<file path="src/rtl/vx_commit_arb_pkg.sv">
// Shared types for the commit arbiter: packed commit payload and select-width helper.
package vx_commit_arb_pkg;

    typedef struct packed {
        logic [48:0] uuid;
        logic [3:0]  wid;
        logic [3:0]  tmask;
        logic [31:0] pc;
        logic [4:0]  rd;
        logic        wb;
        logic [31:0] data;
        logic        eop;
    } commit_t;

    localparam int COMMIT_W = $bits(commit_t);

    // A single requester still carries a 1-bit select so sel_out always exists.
    function automatic int sel_bits(input int n);
        return (n > 1) ? $clog2(n) : 1;
    endfunction

endpackage

</file>
<file path="src/rtl/vx_commit_arb_if.sv">
// Requester-side and commit-side handshake bundle for vx_commit_arb.
interface vx_commit_arb_if
    import vx_commit_arb_pkg::*;
#(
    parameter int NUM_REQS = 2,
    parameter int DATAW    = COMMIT_W
);
    localparam int SELW = sel_bits(NUM_REQS);

    logic [NUM_REQS-1:0]       valid_in;
    logic [NUM_REQS*DATAW-1:0] data_in;
    logic [NUM_REQS-1:0]       ready_in;
    logic                      valid_out;
    logic [DATAW-1:0]          data_out;
    logic [SELW-1:0]           sel_out;
    logic                      ready_out;

    modport master (
        output valid_in, data_in, ready_out,
        input  ready_in, valid_out, data_out, sel_out
    );

    modport slave (
        input  valid_in, data_in, ready_out,
        output ready_in, valid_out, data_out, sel_out
    );
endinterface

</file>
<file path="src/rtl/vx_commit_arb_buf.sv">
// 2-entry elastic FIFO; push_ready comes from registered count only, never from pop_ready.
module vx_commit_arb_buf #(
    parameter int W = 8
) (
    input  logic         clk,
    input  logic         reset,
    input  logic         push_valid,
    input  logic [W-1:0] push_data,
    output logic         push_ready,
    output logic         pop_valid,
    output logic [W-1:0] pop_data,
    input  logic         pop_ready
);
    logic [W-1:0] mem_q [2];
    logic [W-1:0] mem_d [2];
    logic         wr_ptr_q, wr_ptr_d;
    logic         rd_ptr_q, rd_ptr_d;
    logic [1:0]   count_q, count_d;
    logic         do_push, do_pop;

    assign push_ready = (count_q != 2'd2);
    assign pop_valid  = (count_q != 2'd0);
    assign pop_data   = mem_q[rd_ptr_q];
    assign do_push    = push_valid && push_ready;
    assign do_pop     = pop_valid && pop_ready;

    always_comb begin
        mem_d    = mem_q;
        wr_ptr_d = wr_ptr_q;
        rd_ptr_d = rd_ptr_q;
        count_d  = count_q;
        if (do_push) begin
            mem_d[wr_ptr_q] = push_data;
            wr_ptr_d        = !wr_ptr_q;
        end
        if (do_pop) begin
            rd_ptr_d = !rd_ptr_q;
        end
        case ({do_push, do_pop})
            2'b10:   count_d = count_q + 2'd1;
            2'b01:   count_d = count_q - 2'd1;
            default: count_d = count_q;
        endcase
    end

    always_ff @(posedge clk) begin
        if (reset) begin
            wr_ptr_q <= 1'b0;
            rd_ptr_q <= 1'b0;
            count_q  <= 2'd0;
        end else begin
            wr_ptr_q <= wr_ptr_d;
            rd_ptr_q <= rd_ptr_d;
            count_q  <= count_d;
        end
    end

    // Payload storage needs no reset: count gates every read.
    always_ff @(posedge clk) begin
        mem_q <= mem_d;
    end
endmodule

</file>
<file path="src/rtl/vx_commit_arb.sv">
// Fixed-priority commit arbiter with starvation promotion and a 2-entry output buffer.
// Optional perf counters are enabled with VX_COMMIT_ARB_PERF_EN.
module vx_commit_arb
    import vx_commit_arb_pkg::*;
#(
    parameter int NUM_REQS   = 2,
    parameter int DATAW      = COMMIT_W,
    parameter int STARVE_MAX = 4
) (
    input  logic clk,
    input  logic reset,
    vx_commit_arb_if.slave io
`ifdef VX_COMMIT_ARB_PERF_EN
    ,
    output logic [NUM_REQS*32-1:0] perf_stall_cycles,
    output logic [31:0]            perf_out_stalls
`endif
);
    localparam int SELW = sel_bits(NUM_REQS);
    localparam int BUFW = SELW + DATAW;
    localparam logic [3:0] STARVE_LIM = 4'(STARVE_MAX);

    logic [3:0]          starve_q [NUM_REQS];
    logic [3:0]          starve_d [NUM_REQS];
    logic [NUM_REQS-1:0] grant;
    logic [SELW-1:0]     grant_idx;
    logic                any_promo;
    logic                buf_ready;
    logic                push_valid;
    logic [BUFW-1:0]     push_data;
    logic [BUFW-1:0]     pop_data;

    // Descending scan so the lowest matching index is the one left standing.
    always_comb begin
        grant_idx = '0;
        any_promo = 1'b0;
        for (int i = NUM_REQS - 1; i >= 0; i--) begin
            if (io.valid_in[i] && (starve_q[i] == STARVE_LIM)) begin
                any_promo = 1'b1;
                grant_idx = SELW'(i);
            end
        end
        if (!any_promo) begin
            for (int i = NUM_REQS - 1; i >= 0; i--) begin
                if (io.valid_in[i]) grant_idx = SELW'(i);
            end
        end
        grant = (|io.valid_in) ? (NUM_REQS'(1) << grant_idx) : '0;
    end

    assign io.ready_in = (reset || !buf_ready) ? '0 : grant;
    assign push_valid  = |(io.valid_in & io.ready_in);
    assign push_data   = {grant_idx, io.data_in[int'(grant_idx)*DATAW +: DATAW]};

    always_comb begin
        for (int i = 0; i < NUM_REQS; i++) begin
            starve_d[i] = '0;
            if (io.valid_in[i] && !io.ready_in[i]) begin
                starve_d[i] = (starve_q[i] == STARVE_LIM) ? starve_q[i] : starve_q[i] + 4'd1;
            end
        end
    end

    always_ff @(posedge clk) begin
        if (reset) begin
            for (int i = 0; i < NUM_REQS; i++) starve_q[i] <= '0;
        end else begin
            starve_q <= starve_d;
        end
    end

    vx_commit_arb_buf #(.W(BUFW)) u_buf (
        .clk        (clk),
        .reset      (reset),
        .push_valid (push_valid),
        .push_data  (push_data),
        .push_ready (buf_ready),
        .pop_valid  (io.valid_out),
        .pop_data   (pop_data),
        .pop_ready  (io.ready_out)
    );

    assign io.sel_out  = pop_data[BUFW-1 -: SELW];
    assign io.data_out = pop_data[DATAW-1:0];

`ifdef VX_COMMIT_ARB_PERF_EN
    logic [31:0] perf_stall_q [NUM_REQS];
    logic [31:0] perf_stall_d [NUM_REQS];
    logic [31:0] perf_out_q, perf_out_d;

    always_comb begin
        for (int i = 0; i < NUM_REQS; i++) begin
            perf_stall_d[i] = perf_stall_q[i] + 32'(io.valid_in[i] && !io.ready_in[i]);
        end
        perf_out_d = perf_out_q + 32'(io.valid_out && !io.ready_out);
    end

    always_ff @(posedge clk) begin
        if (reset) begin
            for (int i = 0; i < NUM_REQS; i++) perf_stall_q[i] <= '0;
            perf_out_q <= '0;
        end else begin
            perf_stall_q <= perf_stall_d;
            perf_out_q   <= perf_out_d;
        end
    end

    always_comb begin
        perf_stall_cycles = '0;
        for (int i = 0; i < NUM_REQS; i++) perf_stall_cycles[i*32 +: 32] = perf_stall_q[i];
    end
    assign perf_out_stalls = perf_out_q;
`endif
endmodule

</file>
<file path="src/flat_wrapper.sv">
// flat-port wrapper written by rule: the top's interface ports become plain ports
module vx_commit_arb_flat import vx_commit_arb_pkg::*;
#(
    parameter int NUM_REQS   = 2,
    parameter int DATAW      = COMMIT_W,
    parameter int STARVE_MAX = 4
)
  (clk, reset, io_valid_in, io_data_in, io_ready_out, io_ready_in, io_valid_out, io_data_out, io_sel_out);
  vx_commit_arb_if #(.NUM_REQS(NUM_REQS), .DATAW(DATAW)) io_i ();
  input  logic clk;
  input  logic reset;
  input wire logic [$bits(io_i.valid_in)-1:0] io_valid_in;
  input wire logic [$bits(io_i.data_in)-1:0] io_data_in;
  input wire logic [$bits(io_i.ready_out)-1:0] io_ready_out;
  output wire logic [$bits(io_i.ready_in)-1:0] io_ready_in;
  output wire logic [$bits(io_i.valid_out)-1:0] io_valid_out;
  output wire logic [$bits(io_i.data_out)-1:0] io_data_out;
  output wire logic [$bits(io_i.sel_out)-1:0] io_sel_out;
  assign io_i.valid_in = io_valid_in;
  assign io_i.data_in = io_data_in;
  assign io_i.ready_out = io_ready_out;
  assign io_ready_in = io_i.ready_in;
  assign io_valid_out = io_i.valid_out;
  assign io_data_out = io_i.data_out;
  assign io_sel_out = io_i.sel_out;
  vx_commit_arb #(.NUM_REQS(NUM_REQS), .DATAW(DATAW), .STARVE_MAX(STARVE_MAX)) u_core (.clk(clk), .reset(reset), .io(io_i));
endmodule
</file>
<file path="config.mk">
export PLATFORM = sky130hd
export DESIGN_NAME = vx_commit_arb_flat
export DESIGN_NICKNAME = d
export VERILOG_FILES = /design/src/rtl/vx_commit_arb_pkg.sv /design/src/rtl/vx_commit_arb_if.sv /design/src/rtl/vx_commit_arb_buf.sv /design/src/rtl/vx_commit_arb.sv /design/src/flat_wrapper.sv
export SDC_FILE = /design/constraint.sdc
export NUM_CORES = 1
export LEC_CHECK = 0
export ABC_AREA = 1
export BUFFER_PORTS_ARGS = -buffer_cell sky130_fd_sc_hd__buf_2
export CORE_ASPECT_RATIO = 2
export CORE_MARGIN = 10
export CORE_UTILIZATION = 35
export CTS_CLUSTER_DIAMETER = 100
export CTS_CLUSTER_SIZE = 12
export DETAILED_ROUTE_END_ITERATION = 12
export SYNTH_ARGS = -nofsm -noshare
export SYNTH_HDL_FRONTEND = slang
export SYNTH_SLANG_ARGS = --single-unit
</file>
<file path="constraint.sdc">
create_clock -name clk -period 15.03 [get_ports clk]
set_input_delay 1.503 -clock clk [delete_from_list [all_inputs] [get_ports clk]]
set_output_delay 1.503 -clock clk [all_outputs]
set_load 0.005 [all_outputs]
</file>
==> out/qor.yml <==
status: "completed"
rows: 94
yosys_most_used_dff: "edfxtp_1"
die_height_um: 278
cts-root-buf: "clkbuf_16"
grt_pass1_wl_mm: 49.2
cp_common_cell: "nand2_1"
place_area_sq_um: 13900
worstPathMaxFanout: 65
critPathSlowestCell: "buf_4"
period_share: 0.287
dp_slack_ns: 10.66
synth_edf_count: 258
peakVddDrop_v: 0.0000932
initial_core_util: 0.354
power_density_nw_per_um2: 135
crit_path_cell_trace: "inv_4 -> buf_4 -> nand2_1 -> nand2_1 -> buf_2"
worst_pin_slew_ns: 0.976
grt_pass1_vias: 8757
dpl.hpwl_mm: 24.1
r2r_cells: 10
power_leakage_uw: 0.00692
drt_wl_total_mm: 33.4
rsz0062_at_grt: "no"
critPathMaxStageDelay_ns: 0.69
layout_min_cycle_time_ns: 4.31
netlist_area_sq_um: 11600
crit_cells: 5
antenna_found_initial: 0
critPathTopFamily: "buffers and inverters"
synth-seq-cells: 270
slew_headroom: 0.350
clockBufferDepth: 3
drc: 0
ant_nets: 0
slew_viol_final: 0
worst-path-buf-inv: 3
grt_max_degree: 69
cts.sinks: 270
clock_skew_ns: 0.0177
portBuffers: 392
core_area_sq_um: 32800
hold_viol_final: 0
setup_ws_ns: 10.72
io_pins: 393
critPathKind: "flip-flop to output port"
endpoint_kind: "output port"
postCtsSetupRepairBufs: 0
syn2layout_area_growth_pct: 25.6
gp_congestion: 0.862
dieArea_sq_um: 41400
drt_iter0_markers: 433
worstPathRequired_ns: 13.53
yosysSeqAreaShare: 0.687
cap_violations: 0
arrival_ns: 2.81
die_x_um: 149
synthCells: 1180
cts_tree: "built"
hold_depth: 2
routed_via_density: 4.45
hold_buffers: 0
synthArstFlopShare: 0
num_vias: 8869
grt_overflow: 0
clk_pin_slew_ns: 0.06
yosysWarnings: 0
setup_viol: 0
hold_path.class: "flip-flop to flip-flop"
fin_setup_tns_ns: 0
max_freq_mhz: 232
num_antenna_cells: 0
yosysUniqueCellTypes: 21
cts_made_buffers: 26
critPathLaunchType: "flip-flop"
nets: 1817
drive_gt1_frac: 0.279
insertion_delay_ns: 0.54
post-route-cell-area_sq_um: 14600
avgSynthCellArea_sq_um: 9.85
cts-htree-levels: 1
post_cts_resized: 0
synth.net_count: 1446
grt_usage: 0.152
routedWlPerCell_um: 16.8
report.power.total_uw: 1970
firstDrtPassIters: 5
worst paths after layout:
kind                           start                       to  slack (ns)
max            u_core.u_buf.rd_ptr_q          io_data_out[67]       10.72
min          u_core.u_buf.count_q[1]  u_core.u_buf.count_q[1]        0.51
max reg2reg       u_core.starve_q[4]  u_core.u_buf.mem_q[255]       11.68
min reg2reg  u_core.u_buf.count_q[1]  u_core.u_buf.count_q[1]        0.51
per-layer routing:
layer,vias to the layer above,track usage,part of all wire
met2,260,0.285,0.55
li1,4507,-,-
met4,0,0.0571,0.028
met5,-,0,0
met1,4059,0.158,0.36
met3,43,0.0328,0.060
tightest hold or removal path, delay by kind of cell, from the launching register on:
family                 cells  cell delay, ns
buffers and inverters      1            0.09
AO/OA/AOI/OAI              1            0.07
flip-flops                 1            0.30
layout make-up:
| class | count | area (sq um) |
|---|---|---|
| Sequential cell | 270 | 7990 |
| Clock inverter | 1 | 8.76 |
| Fill cell | 3153 | 18200 |
| Timing Repair Buffer | 400 | 2020 |
| Multi-Input combinational cell | 831 | 3240 |
| Tap cell | 432 | 541 |
| Inverter | 22 | 87.6 |
| Clock buffer | 37 | 713 |
state kept, by name, summed over array words and instances, names as in the netlist:
| register | count |
|---|---|
| u_core.u_buf.count_q | 2 |
| u_core.u_buf.rd_ptr_q | 1 |
| u_core.u_buf.wr_ptr_q | 1 |
| u_core.starve_q | 8 |
| u_core.u_buf.mem_q | 258 |
power breakdown:
group	switching [uW]	internal (uW)	total, uW	leakage [uW]
clock	257	325	582	0.000349
sequential	31.6	930	961	0.00251
combinational	274	149	423	0.00406
total	563	1400	1970	0.00692
cells in the final DEF (no fill, tap or decap), types with 3 or more instances in the layout:
cell / count
nand2_1: 785
clkbuf_16: 27
o21ai_0: 8
clkbuf_1: 10
nor2_1: 14
xor2_1: 4
a21oi_1: 5
nor2_4: 3
dfxtp_1: 11
ha_1: 5
nand3_1: 3
edfxtp_1: 258
buf_4: 8
buf_2: 392
inv_1: 20
Yosys cell counts (2+ instances only):
cell	count	area, sq um
nor2_1	16	60.1
nand3_1	3	15.0
nand2_1	785	2950
inv_1	21	78.8
buf_6	12	135
xor2_1	4	35.0
dfxtp_1	12	240
buf_1	2	7.51
clkbuf_1	26	97.6
ha_1	5	62.6
o21ai_0	8	40.0
a21oi_1	5	25.0
buf_2	13	65.1
buf_4	4	30.0
edfxtp_1	258	7750
metrics by stage:
| stage | hold slack (ns) | util | cells |
|---|---|---|---|
| after floorplan | 0.478 | - | 1180 |
| after global placement | 0.507 | 0.423 | 1955 |
| after detailed placement | 0.507 | 0.423 | 1955 |
| after CTS | 0.513 | 0.445 | 1993 |
| after global routing | 0.544 | 0.445 | 1993 |
| final | 0.505 | 0.445 | 1993 |
kinds of logic (layout without fill, tap and decap cells):
group                    count (synthesis)  in the layout  share of synthesized area
AO/OA/AOI/OAI                           15             15                    0.00678
XOR/XNOR                                 4              4                    0.00301
adder cells (fa/ha/maj)                  5              5                    0.00538
buffers and inverters                   79            460                     0.0359
flip-flops                             270            270                      0.687
AND/OR/NAND/NOR                        807            807                      0.262
No activity file was read; power rests on OpenSTA's default activity.
